**src/rtl/ps2_pkg.sv**
```systemverilog
// Shared constants, state types and helpers for the PS/2 arrow-key receiver.
package ps2_pkg;

  // Scan codes of interest
  localparam logic [7:0] SC_EXT   = 8'hE0;
  localparam logic [7:0] SC_BRK   = 8'hF0;
  localparam logic [7:0] SC_LEFT  = 8'h6B;
  localparam logic [7:0] SC_RIGHT = 8'h74;

  // Start + 8 data + parity + stop
  localparam int unsigned FRAME_LEN = 11;

  typedef enum logic [1:0] {
    FR_IDLE  = 2'd0,
    FR_SHIFT = 2'd1,
    FR_CHECK = 2'd2
  } frame_state_t;

  typedef enum logic [1:0] {
    DEC_BASE    = 2'd0,
    DEC_EXT     = 2'd1,
    DEC_BRK     = 2'd2,
    DEC_EXT_BRK = 2'd3
  } dec_state_t;

  // True when data plus its parity bit carries an odd number of ones.
  function automatic logic odd_parity_ok(input logic [7:0] data, input logic par);
    return ^{data, par};
  endfunction

endpackage

```
**src/rtl/ps2_rx_frame.sv**
```systemverilog
// PS/2 frame receiver: synchronises kclk/kdata, frames 11-bit words on kclk
// falling edges, aborts a stalled frame after a timeout and validates
// parity/stop before presenting a byte for one cycle.
module ps2_rx_frame
  import ps2_pkg::*;
#(
  parameter int unsigned TIMEOUT_CYC = 50000
) (
  input  logic       clk,
  input  logic       rst_n,
  input  logic       kclk,
  input  logic       kdata,
  output logic [7:0] rx_byte,
  output logic       byte_vld,
  output logic       frame_err
);

  localparam logic [16:0] TIMEOUT_LAST = 17'(TIMEOUT_CYC - 1);
  // Index of the last captured bit (stop bit) after the start bit
  localparam logic [3:0]  LAST_IDX     = 4'(FRAME_LEN - 2);

  logic         kclk_meta_r;
  logic         kclk_sync_r;
  logic         kclk_prev_r;
  logic         kdata_meta_r;
  logic         kdata_sync_r;
  logic         fall_s;
  frame_state_t state_r;
  frame_state_t state_nxt_s;
  logic [3:0]   bit_cnt_r;
  logic [9:0]   shift_r;
  logic [16:0]  timer_r;
  logic         timeout_s;
  logic         frame_ok_s;

  // Two-flop synchronisers plus the delayed kclk used for edge detection
  always_ff @(posedge clk or negedge rst_n) begin
    if (!rst_n) begin
      kclk_meta_r  <= 1'b1;
      kclk_sync_r  <= 1'b1;
      kclk_prev_r  <= 1'b1;
      kdata_meta_r <= 1'b1;
      kdata_sync_r <= 1'b1;
    end else begin
      kclk_meta_r  <= kclk;
      kclk_sync_r  <= kclk_meta_r;
      kclk_prev_r  <= kclk_sync_r;
      kdata_meta_r <= kdata;
      kdata_sync_r <= kdata_meta_r;
    end
  end

  assign fall_s = kclk_prev_r & ~kclk_sync_r;

  // Frame state register
  always_ff @(posedge clk or negedge rst_n) begin
    if (!rst_n) begin
      state_r <= FR_IDLE;
    end else begin
      state_r <= state_nxt_s;
    end
  end

  // Next-state logic: start bit detection, bit framing and stall timeout
  always_comb begin
    state_nxt_s = state_r;
    timeout_s   = 1'b0;
    case (state_r)
      FR_IDLE: begin
        if (fall_s && !kdata_sync_r) begin
          state_nxt_s = FR_SHIFT;
        end else begin
          state_nxt_s = FR_IDLE;
        end
      end
      FR_SHIFT: begin
        if (fall_s) begin
          if (bit_cnt_r == LAST_IDX) begin
            state_nxt_s = FR_CHECK;
          end else begin
            state_nxt_s = FR_SHIFT;
          end
        end else if (timer_r == TIMEOUT_LAST) begin
          state_nxt_s = FR_IDLE;
          timeout_s   = 1'b1;
        end else begin
          state_nxt_s = FR_SHIFT;
        end
      end
      FR_CHECK: begin
        state_nxt_s = FR_IDLE;
      end
      default: begin
        state_nxt_s = FR_IDLE;
      end
    endcase
  end

  // Bit capture (LSB first into the top of the register), bit count and stall timer
  always_ff @(posedge clk or negedge rst_n) begin
    if (!rst_n) begin
      shift_r   <= 10'd0;
      bit_cnt_r <= 4'd0;
      timer_r   <= 17'd0;
    end else begin
      if ((state_r == FR_SHIFT) && (state_nxt_s == FR_SHIFT || state_nxt_s == FR_CHECK)) begin
        if (fall_s) begin
          shift_r   <= {kdata_sync_r, shift_r[9:1]};
          bit_cnt_r <= bit_cnt_r + 4'd1;
          timer_r   <= 17'd0;
        end else begin
          shift_r   <= shift_r;
          bit_cnt_r <= bit_cnt_r;
          timer_r   <= timer_r + 17'd1;
        end
      end else begin
        shift_r   <= shift_r;
        bit_cnt_r <= 4'd0;
        timer_r   <= 17'd0;
      end
    end
  end

  // Frame validation during the single CHECK cycle, plus timeout reporting
  always_comb begin
    frame_ok_s = odd_parity_ok(shift_r[7:0], shift_r[8]) & shift_r[9];
    rx_byte    = shift_r[7:0];
    if (state_r == FR_CHECK) begin
      byte_vld  = frame_ok_s;
      frame_err = ~frame_ok_s;
    end else begin
      byte_vld  = 1'b0;
      frame_err = timeout_s;
    end
  end

endmodule

```
**src/rtl/ps2_arrow_ctrl.sv**
```systemverilog
// Arrow-key controller: receives PS/2 bytes and decodes E0/F0-prefixed
// left/right arrow make and break codes into press pulses and held levels.
module ps2_arrow_ctrl
  import ps2_pkg::*;
#(
  parameter int unsigned TIMEOUT_CYC = 50000,
  parameter bit          REPEAT_EN   = 1'b0
) (
  input  logic clk,
  input  logic rst_n,
  input  logic kclk,
  input  logic kdata,
  output logic left,
  output logic right,
  output logic left_held,
  output logic right_held,
  output logic frame_err
);

  logic [7:0] rx_byte_s;
  logic       byte_vld_s;
  logic       rx_err_s;
  dec_state_t dec_state_r;
  dec_state_t dec_nxt_s;
  logic       left_nxt_s;
  logic       right_nxt_s;
  logic       left_held_nxt_s;
  logic       right_held_nxt_s;

  ps2_rx_frame #(
    .TIMEOUT_CYC (TIMEOUT_CYC)
  ) u_rx (
    .clk       (clk),
    .rst_n     (rst_n),
    .kclk      (kclk),
    .kdata     (kdata),
    .rx_byte   (rx_byte_s),
    .byte_vld  (byte_vld_s),
    .frame_err (rx_err_s)
  );

  // Decode state and registered outputs
  always_ff @(posedge clk or negedge rst_n) begin
    if (!rst_n) begin
      dec_state_r <= DEC_BASE;
      left        <= 1'b0;
      right       <= 1'b0;
      left_held   <= 1'b0;
      right_held  <= 1'b0;
      frame_err   <= 1'b0;
    end else begin
      dec_state_r <= dec_nxt_s;
      left        <= left_nxt_s;
      right       <= right_nxt_s;
      left_held   <= left_held_nxt_s;
      right_held  <= right_held_nxt_s;
      frame_err   <= rx_err_s;
    end
  end

  // Prefix decoder: advances one step per valid byte, resets on a frame error
  always_comb begin
    dec_nxt_s        = dec_state_r;
    left_nxt_s       = 1'b0;
    right_nxt_s      = 1'b0;
    left_held_nxt_s  = left_held;
    right_held_nxt_s = right_held;
    if (rx_err_s) begin
      dec_nxt_s = DEC_BASE;
    end else if (byte_vld_s) begin
      case (dec_state_r)
        DEC_BASE: begin
          if (rx_byte_s == SC_EXT) begin
            dec_nxt_s = DEC_EXT;
          end else if (rx_byte_s == SC_BRK) begin
            dec_nxt_s = DEC_BRK;
          end else begin
            dec_nxt_s = DEC_BASE;
          end
        end
        DEC_EXT: begin
          if (rx_byte_s == SC_BRK) begin
            dec_nxt_s = DEC_EXT_BRK;
          end else if (rx_byte_s == SC_LEFT) begin
            dec_nxt_s       = DEC_BASE;
            left_held_nxt_s = 1'b1;
            left_nxt_s      = REPEAT_EN | ~left_held;
          end else if (rx_byte_s == SC_RIGHT) begin
            dec_nxt_s        = DEC_BASE;
            right_held_nxt_s = 1'b1;
            right_nxt_s      = REPEAT_EN | ~right_held;
          end else begin
            dec_nxt_s = DEC_BASE;
          end
        end
        DEC_EXT_BRK: begin
          dec_nxt_s = DEC_BASE;
          if (rx_byte_s == SC_LEFT) begin
            left_held_nxt_s = 1'b0;
          end else if (rx_byte_s == SC_RIGHT) begin
            right_held_nxt_s = 1'b0;
          end else begin
            left_held_nxt_s = left_held;
          end
        end
        DEC_BRK: begin
          dec_nxt_s = DEC_BASE;
        end
        default: begin
          dec_nxt_s = DEC_BASE;
        end
      endcase
    end else begin
      dec_nxt_s = dec_state_r;
    end
  end

endmodule
```
**config.mk**
```make
export PLATFORM = sky130hd
export DESIGN_NAME = ps2_arrow_ctrl
export DESIGN_NICKNAME = d
export VERILOG_FILES = /design/src/rtl/ps2_pkg.sv /design/src/rtl/ps2_rx_frame.sv /design/src/rtl/ps2_arrow_ctrl.sv
export SDC_FILE = /design/constraint.sdc
export NUM_CORES = 1
export LEC_CHECK = 0
export BUFFER_PORTS_ARGS = -buffer_cell sky130_fd_sc_hd__buf_2
export CORE_UTILIZATION = 38
export CTS_CLUSTER_SIZE = 20
export DETAILED_ROUTE_END_ITERATION = 10
export PLACE_DENSITY = 0.58
export SLEW_MARGIN = 20
export SYNTH_ARGS = -nofsm -noshare
export SYNTH_HDL_FRONTEND = slang
export SYNTH_SLANG_ARGS = --single-unit
```
**constraint.sdc**
```tcl
create_clock -name clk -period 3.9 [get_ports clk]
set_clock_uncertainty 0.2 [all_clocks]
set_input_delay 0.975 -clock clk [delete_from_list [all_inputs] [get_ports clk]]
set_output_delay 0.975 -clock clk [all_outputs]
set_load 0.1 [all_outputs]
```
Word level (Yosys, flattened, before mapping)
Index checks and enable logic that the tools add are counted.
{"block": "totals", "ff_bits": 45, "in_bits": 4, "out_inout_bits": 5, "wordCells": 99}
{"block": "op_classes", "add_sub_neg": 2, "n_eq_ne": 21, "muxes": 41, "bitwise_logic": 7, "n_reduce_logical": 13}
{"op": "2-to-1 mux 17 bit", "count": 2}
{"op": "2-to-1 mux 1 bit", "count": 26}
{"op": "adder 17 x 1 -> 17 bit (second input constant)", "count": 1}
{"op": "equality test 17 x 16 -> 1 bit (second input constant)", "count": 1}
{"op": "equality test 8 x 7 -> 1 bit (second input constant)", "count": 2}
{"op": "equality test 8 bit (second input constant)", "count": 2}
{"op": "2-to-1 mux 2 bit", "count": 7}
{"op": "!= test 2 bit (second input constant)", "count": 7}
{"op": "XOR reduction 9 bit", "count": 1}
{"op": "equality test 2 bit (second input constant)", "count": 4}
{"op": "2-to-1 mux 4 bit", "count": 2}
{"op": "AND reduction 8 bit", "count": 1}
{"op": "equality test 2 x 1 -> 1 bit (second input constant)", "count": 3}
{"op": "case mux 2 bit (3 select lines)", "count": 1}
{"op": "AND reduction 6 bit", "count": 1}
{"op": "NOT 1 bit", "count": 5}
{"op": "adder 4 x 1 -> 4 bit (second input constant)", "count": 1}
{"op": "equality test 4 bit (second input constant)", "count": 1}
{"op": "zero test 2 bit", "count": 2}
{"op": "case mux 1 bit (2 select lines)", "count": 2}
{"op": "case mux 2 bit (2 select lines)", "count": 1}
{"op": "nonzero test 2 bit", "count": 2}
{"op": "AND 1 bit", "count": 2}
{"op": "logical AND 1 bit", "count": 2}
{"op": "5 further kinds", "count": 5}

Logic depth before layout (Yosys ltp)
{"block": "depth", "word_depth": 9, "ltp_mapped": 7, "mapped_depth_nobuf": 6}

By module
A second synthesis with hierarchy kept.
{"block": "unflattened", "hier_cells": 190, "area_unflattened_um2": 2149.6}
{"module": "ps2_rx_frame", "n_inst": 1, "cells_each": 158, "area_each_um2": 1785.5, "seq_area_each_um2": 957.2}
{"module": "ps2_arrow_ctrl", "n_inst": 1, "cells_each": 32, "area_each_um2": 364.1, "seq_area_each_um2": 175.2}

Worst setup path before layout
OpenSTA, ideal clock, no wires.
{"block": "synth_timing", "path_kind": "register to output", "start": "register left_held", "end": "output left_held", "arrival_time_ns": 0.925, "required_ns": 2.725, "slack_ns": 1.800, "path_stages_with_launch": 1, "n_path_buf": 0, "path_cell_list": "dfrtp_1"}
{"item": "start: declaration", "line": "ps2_arrow_ctrl.sv:15", "source": "output logic left_held,"}
{"item": "start signal: assignment", "line": "ps2_arrow_ctrl.sv:55", "source": "left_held <= left_held_nxt_s;"}
No word-level cell between the ends.

Final worst setup path
{"block": "layout_timing", "start": "register u_rx.kclk_sync_r", "end": "register u_rx.bit_cnt_r[1]"}
{"block": "layout_via", "elab_chain_len": 9, "elab_cells_between_ends": 12, "classes_between": "eq/ne (3); mux (4); bitwise (2); reduce/logical (3)"}
{"item": "start: declaration", "line": "ps2_rx_frame.sv:23", "source": "logic kclk_sync_r;"}
{"item": "start signal: assignment", "line": "ps2_rx_frame.sv:46", "source": "kclk_sync_r <= kclk_meta_r;"}
{"item": "NOT 1 bit (*)", "line": "ps2_rx_frame.sv:53", "source": "assign fall_s = kclk_prev_r & ~kclk_sync_r;"}
{"item": "AND 1 bit (*)", "line": "ps2_rx_frame.sv:53"}
{"item": "logical AND 1 bit", "line": "ps2_rx_frame.sv:70", "source": "if (fall_s && !kdata_sync_r) begin"}
{"item": "2-to-1 mux 1 bit", "line": "ps2_rx_frame.sv:70"}
{"item": "case mux 2 bit (2 select lines)", "line": "ps2_rx_frame.sv:68", "source": "case (state_r)"}
{"item": "equality test 2 x 1 -> 1 bit or equality test 2 bit (tied branches)", "line": "ps2_rx_frame.sv:106", "source": "if ((state_r == FR_SHIFT) && (state_nxt_s == FR_SHIFT || state_nxt_s == FR_CHECK)) begin"}
{"item": "logical OR 1 bit", "line": "ps2_rx_frame.sv:106"}
{"item": "logical AND 1 bit", "line": "ps2_rx_frame.sv:106"}
{"item": "!= test 2 x 1 -> 1 bit (no source line) or 2-to-1 mux 4 bit (tied branches)"}
{"item": "end signal: assignment", "line": "ps2_rx_frame.sv:109", "source": "bit_cnt_r <= bit_cnt_r + 4'd1;"}
{"item": "end signal: assignment", "line": "ps2_rx_frame.sv:113", "source": "bit_cnt_r <= bit_cnt_r;"}
{"item": "end: declaration", "line": "ps2_rx_frame.sv:30", "source": "logic [3:0] bit_cnt_r;"}
Mark *: on every way between the ends. The rest lies on a longest branch, timed or not.
A chain may end at the register's enable or synchronous reset.

==> flow_metrics.env <==
export IMPL_status="completed"
export IMPL_cts_made_buffers=5
export IMPL_synth_flop_cell="dfrtp_1"
export IMPL_synth_edf_count=0
export IMPL_n_fill_cell=506
export IMPL_drc_errors=0
export IMPL_syn_num_nets=212
export IMPL_path_delay_family="simple AND/OR/NAND/NOR gates"
export IMPL_startpoint="u_rx.kclk_sync_r$_DFF_PN1_"
export IMPL_critPathLaunchType="flop"
export IMPL_synth_compound_area_share_pct=3.96
export IMPL_cts_resized=0
export IMPL_ant_nets=0
export IMPL_cts_buffer_depth=2
export IMPL_p_sw_mw=0.501
export IMPL_cp_required_ps=3870
export IMPL_holdCritStartpoint="u_rx.kclk_meta_r$_DFF_PN1_"
export IMPL_cts_tree="built"
export IMPL_grt_antenna_before_repair=0
export IMPL_first_pass_iters=4
export IMPL_netlist_instances=205
export IMPL_fmax_mhz=395
export IMPL_async_flop_share_pct=100
export IMPL_finalHoldViolCount=0
export IMPL_root_buffer="clkbuf_8"
export IMPL_synthXorXnorAreaFrac_pct=11.5
export IMPL_slowest_delay_ps=560
export IMPL_pwr_share_seq_pct=44.5
export IMPL_crit_type="flop to flop"
export IMPL_drv_cap=0
export IMPL_ios=9
export IMPL_cts_setup_buffers=0
export IMPL_start_util_pct=40.4
export IMPL_whs_endpoint="u_rx.kclk_sync_r$_DFF_PN1_"
export IMPL_fp_row_count=26
export IMPL_path_cells="and2b_1, or4_1, nor3_2, or4_1, o22ai_1"
export IMPL_synth_seq_cells=45
export IMPL_comb_power_share_pct=33.6
export IMPL_grt_max_degree=46
export IMPL_syn2layout_area_growth_pct=8.68
export IMPL_final_setup_viol_count=0
export IMPL_p_per_area_nw_per_um2=611
export IMPL_ir_drop_mv=0.289
export IMPL_fin_nets=221
export IMPL_clk_pin_slew_ps=90
export IMPL_synthSimpleGateAreaFrac_pct=25.9
export IMPL_critical_path_buf_inv_count=0
export IMPL_hold_buffers=0
export IMPL_post_dp_hpwl_um=2410
export IMPL_cp_depth=5
export IMPL_slew_headroom_pct=58.7
export IMPL_whs_path_depth=0
export IMPL_wl_um=3570
export IMPL_die_h_um=76.7
export IMPL_synth_adder_area_share_pct=1.77
export IMPL_ys_types=41
export IMPL_wl_per_cell_um=12.5
export IMPL_avgSynthCellArea_um2=10.3
export IMPL_worstReg2RegStart="u_rx.kclk_sync_r$_DFF_PN1_"
export IMPL_port_buffers=8
export IMPL_finalCritPeriodShare_pct=64.9
export IMPL_die_w_um=76.7
export IMPL_post_route_util_pct=44.0
export IMPL_grt_use_total_pct=14.5
export IMPL_synth_top_family_by_area="simple AND/OR/NAND/NOR gates"
export IMPL_drtIter0Drc=101
export IMPL_vias=1363
export IMPL_hp_class="flop to flop"
export IMPL_rr_worst_depth=5
export IMPL_cts_sinks=45
export IMPL_tns_ps=0
export IMPL_rsz0062_at_grt="no"
export IMPL_synth_area_um2=2120
export IMPL_period_minus_slack_ps=2530
export IMPL_die_area_um2=5880
export IMPL_cp_max_fo=19
export IMPL_final_cells=285
export IMPL_drive_gt1_share_pct=13.5
export IMPL_grt_pass1_vias=1385
export IMPL_grt_pass1_wl_um=6620
export IMPL_tightest_slew_ps=620
export IMPL_p_sw_share_pct=35.6
export IMPL_internal_power_mw=0.906
export IMPL_power_mw=1.41
export IMPL_htreeDepth=2
export IMPL_cp_slowest_cell="or4_1"
export IMPL_p_leak_nw=1.06
export IMPL_n_antenna_cell=0
export IMPL_slew_viol_final=0
export IMPL_worstSkewPairLatency_ps=310
export IMPL_cpMostUsedCell="or4_1"
export IMPL_via_per_inst=4.78
export IMPL_yosysSeqAreaShare_pct=53.5
export IMPL_gp_congestion=0.739
export IMPL_power_frac_clock_pct=21.9
export IMPL_crit_arrival_ps=2500
export IMPL_synth_mux_area_share_pct=0.473
export IMPL_overflow=0
export IMPL_reg2reg_to="u_rx.bit_cnt_r[1]$_DFFE_PN0P_"
export IMPL_coreArea_um2=5240
export IMPL_dp_cells=277
export IMPL_synth_warnings=0
export IMPL_reg2reg_slack_ps=1370
export IMPL_endpoint_kind="flop"
## power by group through the flow
stage	sequential, mW	clock (mW)	combinational (mW)
floorplan	0.605	0	0.438
global placement	0.636	0	0.471
detailed placement	0.636	0	0.474
CTS	0.627	0.321	0.477
global route	0.644	0.340	0.536
finish	0.627	0.308	0.473
## how the worst max path moves through the flow
| stage | endpoint |
|---|---|
| floorplan | left_held |
| global placement | u_rx.bit_cnt_r[1]$_DFFE_PN0P_ |
| detailed placement | u_rx.bit_cnt_r[1]$_DFFE_PN0P_ |
| CTS | u_rx.bit_cnt_r[1]$_DFFE_PN0P_ |
| global route | u_rx.bit_cnt_r[1]$_DFFE_PN0P_ |
| finish | u_rx.bit_cnt_r[1]$_DFFE_PN0P_ |
## routing by layer
metal  vias to the layer above  wire length [µm]  global-route usage, %
met5                         -                 0                      0
met3                         8                98                   3.57
li1                        700                 -                      -
met1                       639              1850                   20.0
met2                        16              1520                   20.7
met4                         0                95                   8.08
## layout by cell type (no fill, tap or decap), types with 2 or more instances in the layout
cell	n
nand2_1	41
dfrtp_1	40
nor2_1	27
xor2_1	12
nand3_1	10
xnor2_1	10
buf_2	7
nor3_1	6
clkbuf_8	6
inv_1	5
dfstp_2	5
nand4_1	4
and3_1	3
ha_1	3
nand2b_1	2
or4_1	2
and2_1	2
nor2b_1	2
nor4b_2	2
nor4bb_1	2
o31ai_1	2
o41ai_1	2
## metrics by stage
stage	hold WS (ps)	cell area [µm²]	worst slack (ps)
2_1_floorplan	145	2120	1800
5_1_grt	168	2300	1170
3_3_place_gp	149	2200	1410
3_5_place_dp	149	2200	1360
6_report	161	2300	1370
4_1_cts	162	2300	1350
## cell usage after synthesis, types with 2 or more instances
cell / n / area share, %
nand2b_1: 2 / 0.59
or4_1: 2 / 0.71
nor2b_1: 2 / 0.59
nand3_1: 10 / 2.4
o31ai_1: 2 / 0.71
inv_1: 5 / 0.89
nor4bb_1: 2 / 0.95
ha_1: 3 / 1.8
nand4_1: 4 / 1.2
nand2_1: 41 / 7.3
and3_1: 3 / 0.89
clkbuf_1: 3 / 0.53
nor4b_2: 2 / 1.4
xor2_1: 12 / 5.0
nor3_1: 6 / 1.4
dfrtp_1: 40 / 47
o41ai_1: 2 / 0.83
and2_1: 2 / 0.59
dfstp_2: 5 / 6.2
nor2_1: 27 / 4.8
xnor2_1: 10 / 4.1
## cell families (layout without fill, tap and decap cells)
group | count (synthesis) | after routing
simple gates | 111 | 111
fa+ha+maj | 3 | 3
mux | 1 | 1
xor+xnor | 24 | 24
compound gates | 10 | 10
buf+inv | 11 | 21
flops | 45 | 45
## cell type report
| cell class | count | area, µm² | area share (%) |
|---|---|---|---|
| sequential | 45 | 1130 | 49.2 |
| multi-input combinational | 149 | 925 | 40.2 |
| tap | 70 | 87.6 | 3.80 |
| clock buffer | 6 | 82.6 | 3.59 |
| timing repair buffer | 8 | 42.5 | 1.85 |
| inverter | 5 | 18.8 | 0.815 |
| clock inverter | 2 | 13.8 | 0.598 |
## state kept, by name, indices dropped and copies added (netlist names)
name / count
u_rx.timer_r: 17
u_rx.shift_r: 10
u_rx.bit_cnt_r: 4
dec_state_r: 2
u_rx.state_r: 2
frame_err: 1
left: 1
left_held: 1
right: 1
right_held: 1
u_rx.kclk_meta_r: 1
u_rx.kclk_prev_r: 1
u_rx.kclk_sync_r: 1
u_rx.kdata_meta_r: 1
u_rx.kdata_sync_r: 1
No activity file was read; power rests on OpenSTA's default activity.
